### src/rtl/return_address_stack.sv
// Circular return-address stack for the fetch stage: calls push, returns pop.
// Top-of-stack, valid and overflow are all driven straight from registers.
module return_address_stack #(
  parameter int unsigned DEPTH = 4
) (
  input  logic        clk_i,
  input  logic        rst_ni,
  input  logic        flush_i,
  input  logic        push_i,
  input  logic        pop_i,
  input  logic [63:0] data_i,
  output logic [63:0] data_o,
  output logic        valid_o,
  output logic        overflow_o
);

  localparam int unsigned PtrW = (DEPTH > 1) ? $clog2(DEPTH) : 1;
  localparam int unsigned CntW = $clog2(DEPTH + 1);

  localparam logic [PtrW-1:0] PtrMax  = PtrW'(DEPTH - 1);
  localparam logic [CntW-1:0] CntFull = CntW'(DEPTH);

  logic [63:0]     mem_q [DEPTH];
  logic [PtrW-1:0] tp_q, tp_d;
  logic [CntW-1:0] cnt_q, cnt_d;
  logic            overflow_q, overflow_d;

  logic            mem_we;
  logic [PtrW-1:0] mem_waddr;
  logic [PtrW-1:0] tp_inc, tp_dec;
  logic            empty, full;

  // Explicit wrap since DEPTH need not be a power of two.
  assign tp_inc = (tp_q == PtrMax) ? '0 : tp_q + PtrW'(1);
  assign tp_dec = (tp_q == '0) ? PtrMax : tp_q - PtrW'(1);

  assign empty = (cnt_q == '0);
  assign full  = (cnt_q == CntFull);

  always_comb begin
    tp_d       = tp_q;
    cnt_d      = cnt_q;
    overflow_d = 1'b0;
    mem_we     = 1'b0;
    mem_waddr  = tp_inc;

    if (flush_i) begin
      tp_d  = '0;
      cnt_d = '0;
    end else if (push_i && pop_i && !empty) begin
      // Return then call in one bundle: replace the top in place.
      mem_we    = 1'b1;
      mem_waddr = tp_q;
    end else if (push_i) begin
      mem_we    = 1'b1;
      mem_waddr = tp_inc;
      tp_d      = tp_inc;
      if (full) begin
        overflow_d = 1'b1;
      end else begin
        cnt_d = cnt_q + CntW'(1);
      end
    end else if (pop_i && !empty) begin
      tp_d  = tp_dec;
      cnt_d = cnt_q - CntW'(1);
    end
  end

  always_ff @(posedge clk_i or negedge rst_ni) begin
    if (!rst_ni) begin
      for (int unsigned i = 0; i < DEPTH; i++) begin
        mem_q[i] <= '0;
      end
      tp_q       <= '0;
      cnt_q      <= '0;
      overflow_q <= 1'b0;
    end else begin
      if (mem_we) begin
        mem_q[mem_waddr] <= data_i;
      end
      tp_q       <= tp_d;
      cnt_q      <= cnt_d;
      overflow_q <= overflow_d;
    end
  end

  assign data_o     = mem_q[tp_q];
  assign valid_o    = !empty;
  assign overflow_o = overflow_q;

endmodule

### config.mk
export PLATFORM = sky130hd
export DESIGN_NAME = return_address_stack
export DESIGN_NICKNAME = d
export VERILOG_FILES = /design/src/rtl/return_address_stack.sv
export SDC_FILE = /design/constraint.sdc
export NUM_CORES = 1
export LEC_CHECK = 0
export BUFFER_PORTS_ARGS = -buffer_cell sky130_fd_sc_hd__buf_2
export CORE_MARGIN = 3
export CORE_UTILIZATION = 53
export CTS_CLUSTER_SIZE = 28
export DETAILED_ROUTE_END_ITERATION = 10
export GPL_TIMING_DRIVEN = 0
export PLACE_DENSITY = 0.85
export RECOVER_POWER = 50
export SLEW_MARGIN = 0
export SYNTH_ARGS = -nofsm -noshare
export SYNTH_HDL_FRONTEND = slang
export SYNTH_SLANG_ARGS = --single-unit
### constraint.sdc
create_clock -name clk_i -period 2.35 [get_ports clk_i]
set_input_delay 0.1175 -clock clk_i [delete_from_list [all_inputs] [get_ports clk_i]]
set_output_delay 0.1175 -clock clk_i [all_outputs]
set_load 0.05 [all_outputs]
After elaboration in Yosys (flattened, before gate mapping)
Index checks and enable logic that the tools add are counted.
{ "word_totals": {"out_inout_bits": 66, "register_bits": 262} }
{ "op_classes": {"n_addsub": 4, "magnitude_cmp": 3, "muxes": 26, "n_eq_ne": 4, "bitwise": 2, "n_reduce_logical": 10} }
{ "op_table": {"columns": ["operator", "n"], "rows": [
  ["$bwmux 256", 1],
  ["$mux 64", 3],
  ["$bmux 64 s2", 1],
  ["$demux 64 s2", 1],
  ["$mux 2", 8],
  ["$mux 3", 5],
  ["$mux 1", 7],
  ["$ge 3x3->1 const B", 2],
  ["$not 2->3", 2],
  ["$logic_and 1x1->1", 4],
  ["$add 3x1->3 const B", 1],
  ["$eq 3x3->1 const B", 1],
  ["$logic_not 3->1", 1],
  ["$lt 3x1->1 const B", 1],
  ["$ne 3x3->1 const B", 1],
  ["$reduce_and 3->1", 1],
  ["$reduce_bool 3->1", 1],
  ["$sub 3x1->3 const B", 1],
  ["$add 2x1->2 const B", 1],
  ["$eq 2x2->1 const B", 1],
  ["$logic_not 2->1", 1],
  ["$ne 2x2->1 const B", 1],
  ["$reduce_and 2->1", 1],
  ["$sub 2x1->2 const B", 1],
  ["$logic_not 1->1", 1]
]} }

Depth between registers and ports, before layout
{ "logic_depth": {"word_depth": 11, "depth_mapped": 8, "mapped_depth_nobuf": 6} }

Least setup slack after synthesis
OpenSTA, ideal clock, no wires.
{ "synth_path": {"kind": "flip-flop to flip-flop", "from": "register cnt_q[1]", "to": "register mem_q[197] (netlist bit)", "path_slack_ps": 9, "path_stages_with_launch": 8, "t_arrival_ps": 2216, "path_buffers": 3, "required_time_ps": 2225, "path_cell_list": "dfrtp_1 > buf_6 > or3_4 > and3_4 > buf_6 > a41oi_4 > buf_6 > mux2_2"} }
{ "synth_via": {"elab_chain_len": 11, "word_cells_on_any_way": 14, "classes_between": "order compare (2); mux (7); bitwise (1); reduce/logical (4)"} }
{ "synth_lines": {"columns": ["item", "line", "text"], "rows": [
  ["start: declaration", "25", "logic [CntW-1:0] cnt_q, cnt_d;"],
  ["start signal: assignment", "82", "cnt_q <= cnt_d;"],
  ["$logic_not 3->1 (*)", "37", "assign empty = (cnt_q == '0);"],
  ["$logic_not 1->1 (*)", null, null],
  ["via valid_o", "13", "output logic valid_o,"],
  ["$logic_and 1x1->1 (*)", "50", "end else if (push_i && pop_i && !empty) begin"],
  ["$mux 2", "50", null],
  ["$mux 2", "47", "if (flush_i) begin"],
  ["$not 2->3 (implied by the code)", "79", "mem_q[mem_waddr] <= data_i;"],
  ["$ge 3x3->1 (implied by the code) / $lt 3x1->1 (equally long branches)", "79", null],
  ["$logic_and 1x1->1 (implied by the code)", "79", null],
  ["$mux 64 (implied by the code)", "79", null],
  ["$demux 64 s2", "79", null],
  ["$bwmux 256", "79", null],
  ["end signal: indexed assignment", "79", null],
  ["end: declaration", "23", "logic [63:0] mem_q [DEPTH];"]
]} }
Mark *: on every way through the listed nets, which the timed path passes. The rest lies on a longest branch.
A chain may end at the register's enable or synchronous reset.

Worst setup path in the final report
{ "layout_path": {"from": "register cnt_q[1]", "to": "register mem_q[105] (netlist bit)"} }
{ "layout_via": {"elab_chain_len": 11, "word_cells_on_any_way": 14, "classes_between": "order compare (2); mux (7); bitwise (1); reduce/logical (4)"} }
{ "layout_lines": {"columns": ["item", "line"], "rows": [
  ["$logic_not 3->1 (*)", "37"],
  ["$logic_not 1->1 (*)", "50"],
  ["$logic_and 1x1->1 (*)", "50"],
  ["$mux 2", "50"],
  ["$mux 2", "47"],
  ["$not 2->3 (implied by the code)", "79"],
  ["$ge 3x3->1 (implied by the code) / $lt 3x1->1 (equally long branches)", "79"],
  ["$logic_and 1x1->1 (implied by the code)", "79"],
  ["$mux 64 (implied by the code)", "79"],
  ["$demux 64 s2", "79"],
  ["$bwmux 256", "79"]
]} }
Every way passes the cells marked *; elsewhere a longest branch is shown, timed or not.

==> impl_metrics.yaml <==
run_status:
  status: "finished, violations left"
  violations: "capacitance limit, slew limit"
place:
  pre_cts_ws_ns: -0.430
  dpl.cell_count: 1108
  routabilityCongestion: 0.783
  hpwl_um: 16300
  numPortBuffers: 134
setup_path:
  slowest_stage: "or3_4"
  slowest_delay_ns: 0.41
  crit_start: "cnt_q[1]"
  crit_chain: "buf_6, or3_4, and3_4, buf_6, a41oi_4, buf_6, buf_6, mux2_2"
  critPathKind: "register to register"
  cp_top_family: "buffers and inverters"
  crit_path_frequent_cell: "buf_6"
  cp.required_ns: 2.76
  cp.arrival_ns: 2.71
  critPathBufInv: 4
  crit_path_end_kind: "register"
  r2r-start: "cnt_q[1]"
  crit_path_start_kind: "register"
  crit_path_max_fanout: 10
clock_tree:
  clk_latency_ns: 0.54
  cts_htree_levels: 1
  cts-buffers-inserted: 28
  cts_buffer_depth: 3
  cts_tree: "done"
  cts_num_sinks: 262
  clkTransAtPathRegs_ns: 0.06
  cts-root-buf: "clkbuf_16"
cells_and_area:
  nNetsFinal: 1009
  instances_no_fill: 1236
  fillerInstances: 1419
  drive_above_1_share: 0.566
  mostFrequentLayoutCell: "dfrtp_1"
  seq_area_um2: 6560
  area_growth_pct: 24.7
  diodes: 0
  multi_input_area_um2: 5050
  final_cell_mix: "dfrtp_1 (262), mux2_2 (167), buf_2 (120)"
global_routing:
  grt.overflow.total: 0
  grt_pass1_vias: 7899
  grt_pass1_wl_um: 42500
  grt_max_degree: 121
  antenna_found_initial: 0
  track_usage: 0.217
floorplanning:
  die_w_um: 157
  rows: 54
  core_area_um2: 22100
  start_util: 0.547
  dieArea_um2: 24600
  num_io_pins: 135
  die_h_um: 157
synthesis:
  synthArstFlopShare: 1.00
  synth_edf_count: 0
  synth_seq_area_share: 0.543
  ys_ff_latch: 262
  yosys_warnings: 0
  ys_types: 41
  postSynthAreaPerCell_um2: 17.4
  synth_nets: 764
  syn-cell-area_um2: 12100
  netlist_instances: 692
  synthFlopType: "dfrtp_1"
flow_run:
  maxCapViolations: 1
routing:
  drt_iter0_drc: 267
  routed_wl_um: 26200
  drtPass1Iterations: 4
  detail-route-antenna-nets: 0
  via_per_inst: 5.63
  vias: 6959
  post-route-drc-count: 0
  wl_per_cell_um: 21.2
timing:
  rsz0062_at_grt: "yes"
  period_minus_slack_ns: 2.29
  min_period_over_period: 0.976
  relSlewSlack: -0.102
  fmax_mhz: 436
  setup_viol: 0
  worst_slew_pin_slew_ns: 1.65
  drv_slew: 216
  fin_skew_ns: 0.0150
  fin_ws_ns: 0.0568
  finalHoldViolations: 0
power_and_ir_drop:
  leakagePower_uw: 0.00686
  peakVddDrop_v: 0.000997
  p_per_area_nw_per_um2: 1410
  p_total_uw: 21200
hold_path:
  min_path_type: "primary input to asynchronous set/reset pin"
-- stage by stage --
| step | area (µm²) | TNS (ns) | utilization | hold WS (ns) |
|---|---|---|---|---|
| floorplan | 12100 | 0 | - | -0.178 |
| global placement | 13100 | -971.96 | 0.593 | 0.377 |
| detailed placement | 13200 | -69.43 | 0.596 | 0.00506 |
| CTS | 14900 | -5.12 | 0.676 | 0.00376 |
| global route | 15100 | -0.0475 | 0.682 | 0.0383 |
| finish | 15100 | 0 | 0.682 | 0.0241 |
-- worst paths after layout --
check	to	slack [ns]	cells past startpoint
setup / recovery	mem_q[105]	0.06	8
hold / removal	mem_q[18]	0.02	2
setup reg to reg	mem_q[105]	0.06	8
hold reg to reg	mem_q[124]	0.49	1
max in group asynchronous	mem_q[104]	0.38	3
min in group clk_i	overflow_o	0.03	3
-- registers in the layout, indices dropped and copies added, names as in the netlist --
signal / flops
overflow_o: 1
mem_q: 256
cnt_q: 3
tp_q: 2
-- repair_timing --
item,4_1_cts,5_1_grt
hold endpoints to repair,523,0
setup buffers,8,5
pin swaps,0,1
hold buffers,66,0
cloned,0,0
resized for setup,30,52
setup endpoints to repair,311,299
-- cells by family (layout without fill, tap and decap cells) --
group / count (synthesis) / after routing / share of synthesized area
muxes: 323 / 323 / 0.381
AOI/OAI and AO/OA: 22 / 22 / 0.0197
DFF: 262 / 262 / 0.543
adders and majority gates: 3 / 3 / 0.00373
and+or+nand+nor: 29 / 29 / 0.0132
buffers and inverters: 53 / 317 / 0.0398
-- area by class of cell --
type / instances / area share
Buffer: 48 / 0.0405
Sequential cell: 262 / 0.435
Timing Repair Buffer: 215 / 0.101
Inverter: 5 / 0.00150
Clock buffer: 36 / 0.0525
Tap cell: 280 / 0.0233
Clock inverter: 13 / 0.0107
Multi-Input combinational cell: 377 / 0.335
-- metal layers --
metal  up-vias  GRT usage  wire length [µm]
met5         -    0.00397                 0
li1       3084          -                 -
met2       142      0.374             13300
met1      3687      0.285             11100
met4         0     0.0567               663
met3        46     0.0415              1150
-- Yosys cell counts, types with 3 or more instances --
master / count / area share
mux2_4: 61 / 0.076
o31ai_1: 3 / 0.0019
buf_12: 7 / 0.012
nand2b_1: 4 / 0.0021
mux4_2: 64 / 0.12
o21ai_0: 4 / 0.0017
inv_1: 4 / 0.0012
nand2_1: 6 / 0.0019
buf_2: 8 / 0.0033
nor2_1: 6 / 0.0019
dfrtp_1: 262 / 0.54
buf_6: 21 / 0.020
mux2_2: 167 / 0.16
mux2_1: 29 / 0.027
clkbuf_1: 11 / 0.0034
-- power by group --
group / internal, µW / switching [µW]
Combinational: 4050 / 4720
Sequential: 6750 / 1150
Clock: 2700 / 1810
Total: 13500 / 7680
(Power assumes the default switching activity.)
